`config.mk`:
```
export PLATFORM = sky130hd
export DESIGN_NAME = usr_sequencer_flat
export DESIGN_NICKNAME = d
export VERILOG_FILES = /design/src/rtl/usr_sequencer_if.sv /design/src/rtl/usr_sequencer.sv /design/src/flat_wrapper.sv
export SDC_FILE = /design/constraint.sdc
export NUM_CORES = 1
export LEC_CHECK = 0
export ABC_AREA = 0
export BUFFER_PORTS_ARGS = -buffer_cell sky130_fd_sc_hd__buf_2
export CORE_MARGIN = 2
export CORE_UTILIZATION = 35
export CTS_BUF_LIST = sky130_fd_sc_hd__clkbuf_4
export CTS_CLUSTER_SIZE = 12
export DETAILED_ROUTE_END_ITERATION = 10
export HOLD_SLACK_MARGIN = 0.12
export MAX_ROUTING_LAYER = met4
export PLACE_DENSITY = 0.66
export SYNTH_ARGS = -nofsm -noshare
export SYNTH_HDL_FRONTEND = slang
export SYNTH_SLANG_ARGS = --single-unit
```
`constraint.sdc`:
```
create_clock -name clk -period 2.7 [get_ports clk]
set_input_delay 0.27 -clock clk [delete_from_list [all_inputs] [get_ports clk]]
set_output_delay 0.27 -clock clk [all_outputs]
set_load 0.1 [all_outputs]
```
`src/rtl/usr_sequencer_if.sv`:
```
// Port bundle between a command source and usr_sequencer: command and
// serial-fill handshakes, shift-register control pins and observation outputs.
interface usr_sequencer_if #(
  parameter int WIDTH = 4,
  parameter int CW    = 3
);
  logic             cmd_valid;
  logic             cmd_ready;
  logic [1:0]       cmd_op;
  logic [WIDTH-1:0] cmd_data;
  logic [CW-1:0]    cmd_count;
  logic             sin_valid;
  logic             sin_data;
  logic             sin_ready;
  logic [1:0]       usr_sel;
  logic [WIDTH-1:0] usr_inp;
  logic             usr_serial_in;
  logic [WIDTH-1:0] shadow_q;
  logic             sout_valid;
  logic             sout_data;
  logic             busy;
  logic             done;

  modport master (
    output cmd_valid, cmd_op, cmd_data, cmd_count, sin_valid, sin_data,
    input  cmd_ready, sin_ready, usr_sel, usr_inp, usr_serial_in,
           shadow_q, sout_valid, sout_data, busy, done
  );

  modport slave (
    input  cmd_valid, cmd_op, cmd_data, cmd_count, sin_valid, sin_data,
    output cmd_ready, sin_ready, usr_sel, usr_inp, usr_serial_in,
           shadow_q, sout_valid, sout_data, busy, done
  );
endinterface

```
`src/rtl/usr_sequencer.sv`:
```
// Command sequencer for the 4-bit universal shift register: runs LOAD and
// multi-bit SHIFT commands, pulls fill bits, tracks contents and emits shifted-out bits.
module usr_sequencer #(
  parameter int WIDTH = 4,
  parameter int CW    = 3
) (
  input logic           clk,
  input logic           reset,
  usr_sequencer_if.slave bus
);

  typedef enum logic [1:0] {IDLE, LOAD, SHIFT, DONE} state_t;
  typedef enum logic [1:0] {
    OP_NOP  = 2'b00,
    OP_SHL  = 2'b01,
    OP_SHR  = 2'b10,
    OP_LOAD = 2'b11
  } op_t;

  state_t           state, state_next;
  op_t              op_q, cmd_op;
  logic [WIDTH-1:0] data_q;
  logic [CW-1:0]    rem;
  logic [WIDTH-1:0] shadow;
  logic             done_q, sout_valid_q, sout_data_q;

  logic             cmd_ready, sin_ready, serial_in;
  logic [1:0]       sel;
  logic [WIDTH-1:0] inp;
  logic             accept, shift_fire;

  assign cmd_op     = op_t'(bus.cmd_op);
  assign accept     = bus.cmd_valid && cmd_ready;
  assign shift_fire = sin_ready && bus.sin_valid;

  // NOTE: every output of this block gets a default first, so no path through
  // the case can leave one unassigned and infer a latch.
  always_comb begin
    state_next = state;
    sel        = 2'b00;
    inp        = '0;
    serial_in  = 1'b0;
    cmd_ready  = 1'b0;
    sin_ready  = 1'b0;
    case (state)
      IDLE: begin
        cmd_ready = 1'b1;
        if (bus.cmd_valid) begin
          if (cmd_op == OP_LOAD)
            state_next = LOAD;
          else if ((cmd_op == OP_SHL || cmd_op == OP_SHR) && bus.cmd_count != '0)
            state_next = SHIFT;
          else
            state_next = DONE;
        end
      end
      LOAD: begin
        sel        = 2'b11;
        inp        = data_q;
        state_next = DONE;
      end
      SHIFT: begin
        sin_ready = 1'b1;
        // Without a fill bit the register is told to hold (stall).
        if (bus.sin_valid) begin
          sel       = op_q;
          serial_in = bus.sin_data;
          if (rem == CW'(1))
            state_next = DONE;
        end
      end
      DONE:    state_next = IDLE;
      default: state_next = IDLE;
    endcase
    // The attached register resets on the same cycle; keep the port quiet.
    if (reset) begin
      state_next = IDLE;
      sel        = 2'b00;
      inp        = '0;
      serial_in  = 1'b0;
      cmd_ready  = 1'b0;
      sin_ready  = 1'b0;
    end
  end

  // NOTE: sequential state uses non-blocking assignments so every register
  // samples pre-edge values regardless of statement order.
  always_ff @(posedge clk) begin
    if (reset) begin
      state        <= IDLE;
      shadow       <= '0;
      rem          <= '0;
      done_q       <= 1'b0;
      sout_valid_q <= 1'b0;
      sout_data_q  <= 1'b0;
    end else begin
      state        <= state_next;
      done_q       <= (state_next == DONE);
      sout_valid_q <= shift_fire;
      if (accept)
        rem <= bus.cmd_count;
      else if (shift_fire)
        rem <= rem - CW'(1);
      if (state == LOAD)
        shadow <= data_q;
      else if (shift_fire) begin
        if (op_q == OP_SHL)
          shadow <= {shadow[WIDTH-2:0], bus.sin_data};
        else
          shadow <= {bus.sin_data, shadow[WIDTH-1:1]};
      end
      if (shift_fire)
        sout_data_q <= (op_q == OP_SHL) ? shadow[WIDTH-1] : shadow[0];
    end
  end

  // NOTE: the latched command is only read after an accept writes it, so it
  // carries no reset.
  always_ff @(posedge clk) begin
    if (accept) begin
      op_q   <= cmd_op;
      data_q <= bus.cmd_data;
    end
  end

  assign bus.cmd_ready     = cmd_ready;
  assign bus.sin_ready     = sin_ready;
  assign bus.usr_sel       = sel;
  assign bus.usr_inp       = inp;
  assign bus.usr_serial_in = serial_in;
  assign bus.shadow_q      = shadow;
  assign bus.sout_valid    = sout_valid_q;
  assign bus.sout_data     = sout_data_q;
  assign bus.busy          = (state != IDLE);
  assign bus.done          = done_q;

endmodule

```
`src/flat_wrapper.sv`:
```
// flat-port wrapper written by rule: the top's interface ports become plain ports
module usr_sequencer_flat 
#(
  parameter int WIDTH = 4,
  parameter int CW    = 3
)
  (clk, reset, bus_cmd_valid, bus_cmd_op, bus_cmd_data, bus_cmd_count, bus_sin_valid, bus_sin_data, bus_cmd_ready, bus_sin_ready, bus_usr_sel, bus_usr_inp, bus_usr_serial_in, bus_shadow_q, bus_sout_valid, bus_sout_data, bus_busy, bus_done);
  usr_sequencer_if #(.WIDTH(WIDTH), .CW(CW)) bus_i ();
  input logic clk;
  input logic reset;
  input wire logic [$bits(bus_i.cmd_valid)-1:0] bus_cmd_valid;
  input wire logic [$bits(bus_i.cmd_op)-1:0] bus_cmd_op;
  input wire logic [$bits(bus_i.cmd_data)-1:0] bus_cmd_data;
  input wire logic [$bits(bus_i.cmd_count)-1:0] bus_cmd_count;
  input wire logic [$bits(bus_i.sin_valid)-1:0] bus_sin_valid;
  input wire logic [$bits(bus_i.sin_data)-1:0] bus_sin_data;
  output wire logic [$bits(bus_i.cmd_ready)-1:0] bus_cmd_ready;
  output wire logic [$bits(bus_i.sin_ready)-1:0] bus_sin_ready;
  output wire logic [$bits(bus_i.usr_sel)-1:0] bus_usr_sel;
  output wire logic [$bits(bus_i.usr_inp)-1:0] bus_usr_inp;
  output wire logic [$bits(bus_i.usr_serial_in)-1:0] bus_usr_serial_in;
  output wire logic [$bits(bus_i.shadow_q)-1:0] bus_shadow_q;
  output wire logic [$bits(bus_i.sout_valid)-1:0] bus_sout_valid;
  output wire logic [$bits(bus_i.sout_data)-1:0] bus_sout_data;
  output wire logic [$bits(bus_i.busy)-1:0] bus_busy;
  output wire logic [$bits(bus_i.done)-1:0] bus_done;
  assign bus_i.cmd_valid = bus_cmd_valid;
  assign bus_i.cmd_op = bus_cmd_op;
  assign bus_i.cmd_data = bus_cmd_data;
  assign bus_i.cmd_count = bus_cmd_count;
  assign bus_i.sin_valid = bus_sin_valid;
  assign bus_i.sin_data = bus_sin_data;
  assign bus_cmd_ready = bus_i.cmd_ready;
  assign bus_sin_ready = bus_i.sin_ready;
  assign bus_usr_sel = bus_i.usr_sel;
  assign bus_usr_inp = bus_i.usr_inp;
  assign bus_usr_serial_in = bus_i.usr_serial_in;
  assign bus_shadow_q = bus_i.shadow_q;
  assign bus_sout_valid = bus_i.sout_valid;
  assign bus_sout_data = bus_i.sout_data;
  assign bus_busy = bus_i.busy;
  assign bus_done = bus_i.done;
  usr_sequencer #(.WIDTH(WIDTH), .CW(CW)) u_core (.clk(clk), .reset(reset), .bus(bus_i));
endmodule
```
After elaboration in Yosys (flattened, before gate mapping)
Index checks and enable logic that the tools add are counted.
{"block": "word_totals", "elab_cells": 52, "output_inout_bits": 17, "ff_bits": 18, "inputBits": 14}
{"block": "classes", "n_mux": 25, "eq_ne": 9, "add_sub_neg": 1, "reduce_logical": 9}
{"op": "$mux W4", "count": 5}
{"op": "$mux W2", "count": 7}
{"op": "$eq A2 B2 Y1 const B", "count": 5}
{"op": "$mux W1", "count": 9}
{"op": "$pmux W2 S4", "count": 1}
{"op": "$eq A2 B1 Y1 const B", "count": 3}
{"op": "$mux W3", "count": 2}
{"op": "$reduce_bool A2 Y1", "count": 3}
{"op": "$pmux W2 S2", "count": 1}
{"op": "$eq A3 B1 Y1 const B", "count": 1}
{"op": "$logic_and A1 B1 Y1", "count": 3}
{"op": "$reduce_bool A3 Y1", "count": 1}
{"op": "$sub A3 B1 Y3 const B", "count": 1}
{"op": "$logic_not A2 Y1", "count": 1}
{"op": "$logic_or A1 B1 Y1", "count": 1}

Logic depth before layout (Yosys ltp)
Gate-level depths: netlist of the first run.
{"block": "depth", "ltp_word": 9, "depth_mapped": 7, "ltp_nobuf": 6}

Worst setup path before layout of the first run
OpenSTA, ideal clock, no wires.
{"block": "synth_path", "kind": "reg-to-output", "startpoint": "register u_core.state[0]", "endpoint": "output bus_cmd_ready", "required_time_ns": 2.430, "arrival_ns": 2.360, "n_path_buf": 0, "stages_incl_launch_ff": 5, "setup_slack_ns": 0.070, "cell_sequence": "dfxtp_1 -> inv_1 -> ha_1 -> inv_1 -> nor2_1"}
{"block": "synth_via", "elab_chain_cells": 3}
{"element": "from (decl)", "line_no": "usr_sequencer.sv:20", "source": "state_t state, state_next;"}
{"element": "from (signal assigned)", "line_no": "usr_sequencer.sv:97", "source": "state <= state_next;"}
{"element": "$logic_not A2 Y1", "line_no": "usr_sequencer.sv:45", "source": "case (state)"}
{"element": "$mux W1", "line_no": "usr_sequencer.sv:45"}
{"element": "$mux W1", "line_no": "usr_sequencer.sv:76", "source": "if (reset) begin"}
{"element": "to (decl)", "line_no": "flat_wrapper.sv:17", "source": "output wire logic [$bits(bus_i.cmd_ready)-1:0] bus_cmd_ready;"}
No other way between the ends.

Worst setup path in the final report of the first run
{"block": "layout_path", "startpoint": "register u_core.state[0]", "endpoint": "output bus_usr_serial_in"}
{"block": "layout_via", "elab_chain_cells": 3}
{"element": "$eq A2 B2 Y1", "line_no": "usr_sequencer.sv:45"}
{"element": "$mux W1", "line_no": "usr_sequencer.sv:45"}
{"element": "$mux W1", "line_no": "usr_sequencer.sv:76"}
{"element": "to (decl)", "line_no": "flat_wrapper.sv:21", "source": "output wire logic [$bits(bus_i.usr_serial_in)-1:0] bus_usr_serial_in;"}
No other way between the ends.

==> impl_metrics.csv, run 1 <==
group,metric,value,unit
yosys,syn_inst,94,
worst_setup_path,start_kind,"flip-flop",
grt,grt_max_degree,15,
sta,slew_headroom,67.5,%
power,power.density,892,nW/um^2
layout,final-seq-area,420,sq um
yosys,synth.avg_cell_area,10.1,sq um
routing,drc,0,
grt,grt_pass1_wl,3420,um
sta,hold_ws,143,ps
layout,area_growth_syn_to_layout,21.8,%
clock_tree,post_cts_buffers,0,
clock_tree,cts-root-buf,"clkbuf_4",
clock_tree,ctsHoldBuffers,0,
yosys,synth-seq-cells,18,
worst_hold_path,worstHoldStart,"bus_cmd_data[2]",
routing,postRouteAntennaNets,0,
grt,track_usage,14.0,%
routing,dr_total_vias,797,
sta,slew_violations,0,
placement,dp_hpwl,1580,um
sta,fin_ws,466,ps
routing,firstDrtPassIters,3,
clock_tree,cts_max_level,1,
floorplan,design.core.area,2520,sq um
run,drv_cap,0,
placement,portBuffers,30,
placement,pre_cts_ws,791,ps
worst_hold_path,hold_path_class,"in -> reg",
clock_tree,cts_made_buffers,3,
placement,gp_congestion,0.774,
floorplan,die_area,3140,sq um
yosys,yosysSeqAreaShare,44.4,%
worst_setup_path,cp.required,2430,ps
floorplan,rows,18,
floorplan,io_pins,31,
worst_setup_path,crit_fanout,9,
power,ir_worst_vdd,438,uV
sta,hold_viol,0,
sta,min_period,2230,ps
grt,grt_overflow,0,
clock_tree,clock_latency,290,ps
grt,antenna_found_initial,0,
sta,period_share,82.7,%
layout,multi_input_area,485,sq um
power,p_leak,0.542,nW
clock_tree,cts_tree,"built",
clock_tree,cts.sinks,18,
clock_tree,cts_buffer_depth,2,
worst_setup_path,r2r_slack,1070,ps
layout,fillerInstances,258,
layout,drive_gt1_share,27.8,%
sta,fin_worst_skew,4.53,ps
layout,diodes,0,
sta,fmax,448,MHz
yosys,ys_warn_count,0,
routing,routed_wl,1990,um
worst_setup_path,criticalPathCategory,"reg -> out",
worst_hold_path,hold_depth,1,
yosys,syn_area,947,sq um
floorplan,die_x,56.0,um
routing,viasPerCell,5.11,
worst_setup_path,crit_arrival,1960,ps
layout,nNetsFinal,148,
worst_hold_path,whs_endpoint,"u_core.data_q[2]",
routing,avgRoutedWirePerCell,12.8,um
layout,fin_cells,156,
layout,fin_util,45.7,%
sta,finalSetupViolCount,0,
floorplan,die_h,56.0,um
worst_setup_path,cp-end-kind,"output pin",
placement,dpl-instance-area,1120,sq um
grt,grt_pass1_vias,795,
sta,rsz0062_at_grt,"no",
power,totalPowerFinal,1.03,mW
clock_tree,cts_resized,0,
sta,worst_pin_slew,491,ps
floorplan,start_util,37.5,%
yosys,synthesis.nets,115,
clock_tree,clkTransAtPathRegs,100,ps
worst_setup_path,rr_worst_depth,6,
worst_setup_path,reg2reg_to,"u_core.rem[0]",
yosys,ys_types,30,
worst_setup_path,r2r_start,"u_core.state[0]",
sta,setup_tns,0,ps
status,status,"completed",
layout,finalInstanceArea,1150,sq um
routing,drt-initial-drc-count,6,
placement,place_inst,152,
==> per-layer routing <==
| layer | track usage, % | wire (um) | vias up |
|---|---|---|---|
| met1 | 15.7 | 892 | 380 |
| met3 | 3.02 | 67 | 4 |
| met2 | 24.4 | 1010 | 13 |
| li1 | - | - | 400 |
| met4 | 5.10 | 26 | 0 |
| met5 | - | 0 | - |
==> where the power goes <==
group	switching, mW	internal [mW]	total [mW]
logic	0.412	0.111	0.523
clock network	0.0828	0.0675	0.150
registers	0.0313	0.325	0.356
total	0.526	0.503	1.03
==> flip-flops by register name (all words and copies together), names as in the netlist <==
| name | flops |
|---|---|
| u_core.bus.sout_data | 1 |
| u_core.bus.shadow_q | 4 |
| u_core.data_q | 4 |
| u_core.op_q | 2 |
| u_core.bus.sout_valid | 1 |
| u_core.bus.done | 1 |
| u_core.state | 2 |
| u_core.rem | 3 |
==> cells by family (layout without fill, tap and decap cells) <==
kind of cell               count (synthesis)  count (layout)  synth area share (%)
xor gates and xnor gates                   1               1                 0.925
and+or+nand+nor                           31              31                  21.7
muxes                                      1               1                  1.06
buffers and inverters                     10              42                  4.36
AOI/OAI and AO/OA                         26              26                  18.4
DFF                                       18              18                  44.4
adders and majority gates                  7               7                  9.25
==> cell type report <==
cell class,instances,area share [%]
clock buffer,4,2.60
inverter,8,2.60
tap,30,3.25
timing repair buffer,30,13.0
sequential,18,36.4
multi-input combinational,66,42.1
==> critical path, stage by stage, from the launching register on <==
cell and delay (ps):
dfxtp_1 350, inv_1 110, ha_1 340, nand3b_4 160, clkinv_1 160, and2_1 140
buf_2 420
==> layout by cell type, fill, tap and decap left out, drive strengths merged, types with 2 or more instances in the layout <==
cell,count
nand3b,4
nor2b,2
dfxtp,12
ha,7
a311oi,2
o21bai,4
a21oi,3
and2,5
o21ai,6
and3b,4
a31oi,2
buf,30
nand2b,4
nor2,7
clkbuf,4
nand4b,2
edfxtp,6
inv,7
a211oi,5
==> how the worst max path moves through the flow <==
stage	start	endpoint	slack, ps	cells after the start
2_1_floorplan	u_core.state[0]	bus_cmd_ready	70	4
3_3_place_gp	u_core.state[0]	bus_usr_serial_in	890	6
3_5_place_dp	u_core.state[0]	bus_usr_serial_in	790	6
4_1_cts	u_core.state[0]	bus_usr_serial_in	460	6
5_1_grt	u_core.state[0]	bus_usr_serial_in	320	6
6_report	u_core.state[0]	bus_usr_serial_in	470	6
==> cell usage after synthesis, drive strengths merged <==
library cell  count  area share, %
o21bai            4            3.2
nand2             1           0.40
a31oi             2            1.3
a311oi            2            1.8
o211ai            1           0.79
clkbuf            1           0.40
inv               7            2.8
a21oi             3            1.6
a21boi            1           0.79
and2              5            3.3
mux2i             1            1.1
or3               1           0.66
dfxtp            12             25
o221ai            1           0.92
nand3b            4            4.5
ha                7            9.2
buf               1           0.79
o21ai             6            3.2
a21o              1           0.79
nor2b             2            1.3
nand4b            2            1.8
edfxtp            6             19
nor3              1           0.53
a211oi            5            4.0
clkinv            1           0.40
nor2              7            2.8
xnor2             1           0.92
and3b             4            3.7
nand2b            4            2.6
(Power assumes the default switching activity.)
==> inputs of run 2 (changes only) <==
==> constraint.sdc (replaced) <==
create_clock -name clk -period 2.1 [get_ports clk]
set_input_delay 0.21 -clock clk [delete_from_list [all_inputs] [get_ports clk]]
set_output_delay 0.21 -clock clk [all_outputs]
set_load 0.1 [all_outputs]
==> run 2 against run 1 <==
Against the previous run: critical path depth fell by 1; combinational power rose by 33%; sequential share of layout area fell by 2.4 points; wire length rose by 6.0%; first-iteration DRC count rose by 67%; via count rose by 5.1%; global-route usage rose by 1.7 points; final cell count rose by 3.8%; hold slack improved by 15 ps; clock skew barely moved; critical path type unchanged; critical endpoint is now bus_usr_inp[3]; largest power group unchanged.
==> impl_metrics.csv, run 2 (same netlist as run 1, synthesis figures left out) <==
group,metric,value,unit
status,status,"completed",
floorplan,die_area,3140,sq um
clock_tree,clkTransAtPathRegs,100,ps
sta,period_share,92.2,%
run,drv_cap,0,
grt,track_usage,15.7,%
power,swShare,51.7,%
power,ir_worst_vdd,871,uV
floorplan,die_x,56.0,um
power,switchingPower,0.691,mW
sta,slew_violations,0,
grt,antenna_found_initial,0,
clock_tree,clock_latency,310,ps
sta,fin_worst_skew,4.29,ps
floorplan,rows,18,
grt,use_met3,4.19,%
sta,hold_viol,0,
layout,final_common_cell,"buf_2",
grt,grt_pass1_wl,3750,um
power,p_comb_share,52.1,%
worst_setup_path,cp-end-kind,"output pin",
worst_setup_path,criticalPathCategory,"reg -> out",
clock_tree,cts_buffer_depth,2,
grt,grt.met2_usage,24.2,%
worst_hold_path,hold_path_class,"in -> reg",
power,intPower,0.644,mW
worst_setup_path,start_kind,"flip-flop",
layout,area_growth_syn_to_layout,30.4,%
placement,portBuffers,30,
layout,final-seq-area,420,sq um
grt,grt_pass1_vias,813,
worst_setup_path,crit_arrival,1730,ps
sta,slew_headroom,67.7,%
placement,dp_hpwl,1640,um
floorplan,design.core.area,2520,sq um
routing,viasPerCell,5.17,
worst_setup_path,max_stage_delay,350,ps
power,p_leak,0.567,nW
clock_tree,cts_made_buffers,3,
grt,met1_usage,19.1,%
layout,diodes,0,
grt,grt.busiest_layer,"met2",
layout,nNetsFinal,154,
layout,multi_input_area,493,sq um
layout,fillerInstances,267,
floorplan,die_h,56.0,um
clock_tree,cts_tree,"built",
placement,dpl-instance-area,1130,sq um
grt,grt_overflow,0,
power,seqPwrFrac,34.3,%
worst_setup_path,slowest_stage,"dfxtp_1",
clock_tree,cts_max_level,1,
routing,avgRoutedWirePerCell,13.0,um
clock_tree,cts.sinks,18,
routing,firstDrtPassIters,4,
layout,finalInstanceArea,1230,sq um
worst_setup_path,crit_fanout,5,
power,power.density,1080,nW/um^2
power,clockPowerShare,13.7,%
routing,drc,0,
sta,fmax,516,MHz
worst_setup_path,crit_chain,"inv_1 > ha_1 > nor2b_2 > and2_1 > buf_4",
placement,place_inst,152,
routing,dr_total_vias,838,
sta,finalSetupViolCount,0,
routing,drt-initial-drc-count,10,
sta,rsz0062_at_grt,"no",
floorplan,io_pins,31,
floorplan,start_util,37.5,%
layout,drive_gt1_share,28.8,%
layout,most-common-layout-cells,"buf_2 (25), dfxtp_1 (12), inv_1 (7)",
grt,grt_max_degree,15,
layout,fin_cells,162,
clock_tree,cts-root-buf,"clkbuf_4",
sta,worst_pin_slew,489,ps
worst_setup_path,cp.required,1890,ps
routing,postRouteAntennaNets,0,
sta,min_period,1940,ps
routing,routed_wl,2110,um
placement,gp_congestion,0.777,
run 2: changes by cell type in the layout (fill, tap and decap cells not counted):
cell	before	now
nor2b_2	0	1
dlygate4sd3_1	0	6
nor2_1	7	6
ha_1	7	6
buf_4	0	4
ha_2	0	1
clkinv_2	0	1
buf_2	30	25
buf_6	0	1
nor2_2	0	1
clkbuf_4	4	3
nor2b_1	2	1
run 2: final cells by class:
cell class                      count  area share [%]
Clock inverter                      1           0.304
Sequential cell                    18            34.0
Timing Repair Buffer               36            18.3
Inverter                            8            2.53
Tap cell                           30            3.04
Clock buffer                        3            1.82
Multi-Input combinational cell     66            39.9
run 2: path summary, 6_finish.rpt:
check	startpoint	to	slack, ps	cells past startpoint
max	u_core.state[1]	bus_usr_inp[3]	160	5
min	bus_cmd_count[1]	u_core.rem[1]	160	3
max reg2reg	u_core.state[0]	u_core.rem[2]	500	5
min reg2reg	u_core.bus.sout_data	u_core.bus.sout_data	500	2
run 2: through the flow:
stage	worst slack [ps]	setup TNS (ps)	hold slack (ps)	power, mW	utilization (%)
detailed placement	283	0	391	1.14	44.6
global route	3.98	0	176	1.41	49.0
CTS	95.9	0	157	1.34	48.6
floorplan	-156	-483	290	1.03	-
finish	163	0	158	1.34	49.0
global placement	340	0	388	1.13	44.6
run 2: power groups by stage:
stage / Sequential [mW] / Clock, mW / Combinational [mW]
after floorplan: 0.619 / 0 / 0.411
after global placement: 0.463 / 0 / 0.672
after detailed placement: 0.465 / 0 / 0.679
after CTS: 0.458 / 0.184 / 0.696
after global routing: 0.466 / 0.198 / 0.745
final: 0.457 / 0.183 / 0.695
run 2: layer usage:
layer | share of wire, % | vias to the layer above
li1 | - | 416
met1 | 47 | 391
met2 | 45 | 26
met3 | 5.8 | 5
met4 | 2.1 | 0
met5 | 0 | -
run 2: critical path, delay by kind of cell, from the launching register on:
kind / cells / cell delay, ps
DFF: 1 / 350
buffers and inverters: 2 / 390
adders and majority gates: 1 / 250
and+or+nand+nor: 2 / 420
run 2: what timing repair did:
item                                    4_1_cts  5_1_grt
endpoints found under the hold margin         6        0
hold buffers                                  6        0
setup buffers                                 0        0
resized for setup                             6        3
endpoints found under the setup margin        5        6
==> inputs of run 3 (changes only) <==
--- a/config.mk
+++ b/config.mk
@@ -5,7 +5,7 @@
 export SDC_FILE = /design/constraint.sdc
 export NUM_CORES = 1
 export LEC_CHECK = 0
-export ABC_AREA = 0
+export ABC_AREA = 1
 export BUFFER_PORTS_ARGS = -buffer_cell sky130_fd_sc_hd__buf_2
 export CORE_MARGIN = 2
 export CORE_UTILIZATION = 35
@@ -14,7 +14,7 @@
 export DETAILED_ROUTE_END_ITERATION = 10
 export HOLD_SLACK_MARGIN = 0.12
 export MAX_ROUTING_LAYER = met4
-export PLACE_DENSITY = 0.66
+export PLACE_DENSITY = 0.65
 export SYNTH_ARGS = -nofsm -noshare
 export SYNTH_HDL_FRONTEND = slang
 export SYNTH_SLANG_ARGS = --single-unit
==> run 3 against run 2 <==
Against the previous run: synthesized cell count grew 55%; final cell count is 33% higher; power is 53% higher; via count grew 22%; design area increased by 11%; core utilization grew 0.43 points; die area grew 8.6%; largest cell class unchanged; combinational power rose by 96%.
==> impl_metrics.csv, run 3 <==
group,metric,value,unit
layout,fin_cells,216,
clock_tree,cts-root-buf,"clkbuf_4",
power,intPower,0.824,mW
yosys,syn_inst,146,
worst_hold_path,hold_depth,3,
sta,finalSetupViolCount,0,
sta,period_share,92.7,%
yosys,synth_top_cell_area_share,23.2,%
worst_setup_path,startpoint,"u_core.state[0]",
worst_setup_path,start_kind,"flip-flop",
sta,min_period,1950,ps
layout,diodes,0,
power,p_comb_share,66.5,%
worst_hold_path,hold_path_class,"in -> reg",
power,clockPowerShare,8.7,%
worst_setup_path,cp-endpoint,"bus_usr_sel[1]",
clock_tree,cts_made_buffers,3,
yosys,synth_top_cells_by_area,"dfxtp_1 (23%), edfxtp_1 (17%), nand2_1 (16%)",
worst_setup_path,r2r_slack,690,ps
placement,dpl-instance-area,1280,sq um
sta,fin_ws,153,ps
yosys,syn_area,1030,sq um
clock_tree,cts.sinks,18,
routing,viasPerCell,4.72,
power,power.density,1490,nW/um^2
grt,grt_overflow,0,
sta,fin_worst_skew,6.89,ps
routing,routed_wl,2450,um
floorplan,start_util,37.2,%
floorplan,die_h,58.4,um
yosys,yosysSeqAreaShare,40.6,%
power,swShare,59.7,%
worst_setup_path,cp-end-kind,"output pin",
grt,track_usage,16.1,%
sta,rsz0062_at_grt,"no",
placement,pre_cts_ws,426,ps
clock_tree,cts_buffer_depth,2,
worst_setup_path,criticalPathCategory,"reg -> out",
power,seqPwrFrac,24.8,%
sta,setup_tns,0,ps
power,ir_worst_vdd,1010,uV
layout,most-common-layout-cells,"nand2_1 (44), buf_2 (28), inv_1 (25)",
layout,nNetsFinal,207,
yosys,ys_warn_count,0,
routing,firstDrtPassIters,4,
sta,hold_ws,218,ps
yosys,synth.avg_cell_area,7.09,sq um
yosys,yosysMostFrequentCell,"nand2_1",
clock_tree,cts_tree,"built",
power,p_leak,0.714,nW
grt,grt_max_degree,15,
routing,avgRoutedWirePerCell,11.4,um
yosys,synth-seq-cells,18,
layout,fin_util,49.4,%
floorplan,die_area,3410,sq um
floorplan,die_x,58.4,um
grt,grt_pass1_wl,4100,um
layout,finalInstanceArea,1370,sq um
worst_setup_path,r2r_start,"u_core.state[0]",
sta,slew_headroom,67.8,%
yosys,async_flop_share,0,%
worst_setup_path,cp.required,1890,ps
worst_setup_path,reg2reg_to,"u_core.bus.shadow_q[1]",
clock_tree,cts_max_level,1,
clock_tree,clkTransAtPathRegs,110,ps
yosys,synth_flop_cell,"dfxtp_1",
floorplan,design.core.area,2780,sq um
yosys,netlist_top_cells_count,"nand2_1 (44), inv_1 (25), nand3_1 (17), nor2_1 (17), dfxtp_1 (12)",
yosys,synthesis.nets,167,
yosys,ys_types,19,
grt,antenna_found_initial,0,
placement,place_inst,206,
placement,gp_congestion,0.908,
sta,slew_violations,0,
power,switchingPower,1.22,mW
placement,portBuffers,30,
worst_setup_path,rr_worst_depth,6,
worst_setup_path,crit_fanout,4,
clock_tree,clock_latency,290,ps
routing,postRouteAntennaNets,0,
floorplan,rows,19,
layout,area_growth_syn_to_layout,32.8,%
placement,dp_hpwl,1880,um
worst_setup_path,crit_arrival,1740,ps
layout,final_common_cell,"nand2_1",
power,totalPowerFinal,2.05,mW
run,drv_cap,0,
sta,hold_viol,0,
routing,drt-initial-drc-count,30,
status,status,"completed",
sta,fmax,514,MHz
routing,drc,0,
layout,drive_gt1_share,27.6,%
sta,worst_pin_slew,487,ps
floorplan,io_pins,31,
grt,grt_pass1_vias,946,
yosys,synth_edf_count,6,
routing,dr_total_vias,1019,
yosys,synth_largest_area_cell,"dfxtp_1",
-- run 3: cell count changes after synthesis, sizes merged, moves of 5 or more --
cell / change
inv: +21
nand2: +43
nand3: +19
and2: -5
nor2: +11
-- run 3: power by group through the flow --
| stage | combinational (mW) | sequential [mW] | clock (mW) |
|---|---|---|---|
| after CTS | 1.36 | 0.506 | 0.182 |
| after global placement | 1.33 | 0.511 | 0 |
| after detailed placement | 1.34 | 0.515 | 0 |
| after floorplan | 0.854 | 0.765 | 0 |
| final | 1.36 | 0.508 | 0.177 |
| after global routing | 1.47 | 0.516 | 0.194 |
-- run 3: layout make-up --
cell class	count	area [sq um]
clock inverter	1	3.75
timing repair buffer	36	240
inverter	29	111
tap	31	38.8
clock buffer	3	22.5
multi-input combinational	98	537
fill	276	1410
sequential	18	420
-- run 3: kinds of logic after synthesis --
logic type               Yosys count  synth area share, %
AND/OR/NAND/NOR                   82                 34.7
adder cells (fa/ha/maj)            7                 8.46
flip-flops                        18                 40.6
buffers and inverters             30                 11.1
AO/OA/AOI/OAI                      9                 5.08
-- run 3: repair_timing --
item,in CTS,in global routing
setup buffers,0,0
hold buffers,6,0
hold endpoints to repair,6,0
resized for setup,0,2
setup endpoints to repair,0,3
-- run 3: critical path: stages (launching register included) --
cell and delay [ps]:
dfxtp_1 350, inv_1 120, ha_2 250, nand2_1 80, inv_1 90, nand2_1 70
a211oi_2 260, buf_12 210
-- run 3: metal layers --
layer,GRT usage (%),routed length (um),vias to the layer above
li1,-,-,530
met4,5.98,14,0
met3,1.98,124,2
met2,25.8,1190,25
met1,20.7,1130,462
met5,-,0,-
-- run 3: how the worst min path moves through the flow --
stage                            end  slack (ps)              from
6_report               u_core.rem[0]         220  bus_cmd_count[0]
5_1_grt                u_core.rem[0]         240  bus_cmd_count[0]
4_1_cts                u_core.rem[0]         220  bus_cmd_count[0]
3_5_place_dp        u_core.data_q[0]         390   bus_cmd_data[0]
3_3_place_gp        u_core.data_q[1]         390   bus_cmd_data[1]
2_1_floorplan  u_core.bus.sout_valid         300             reset
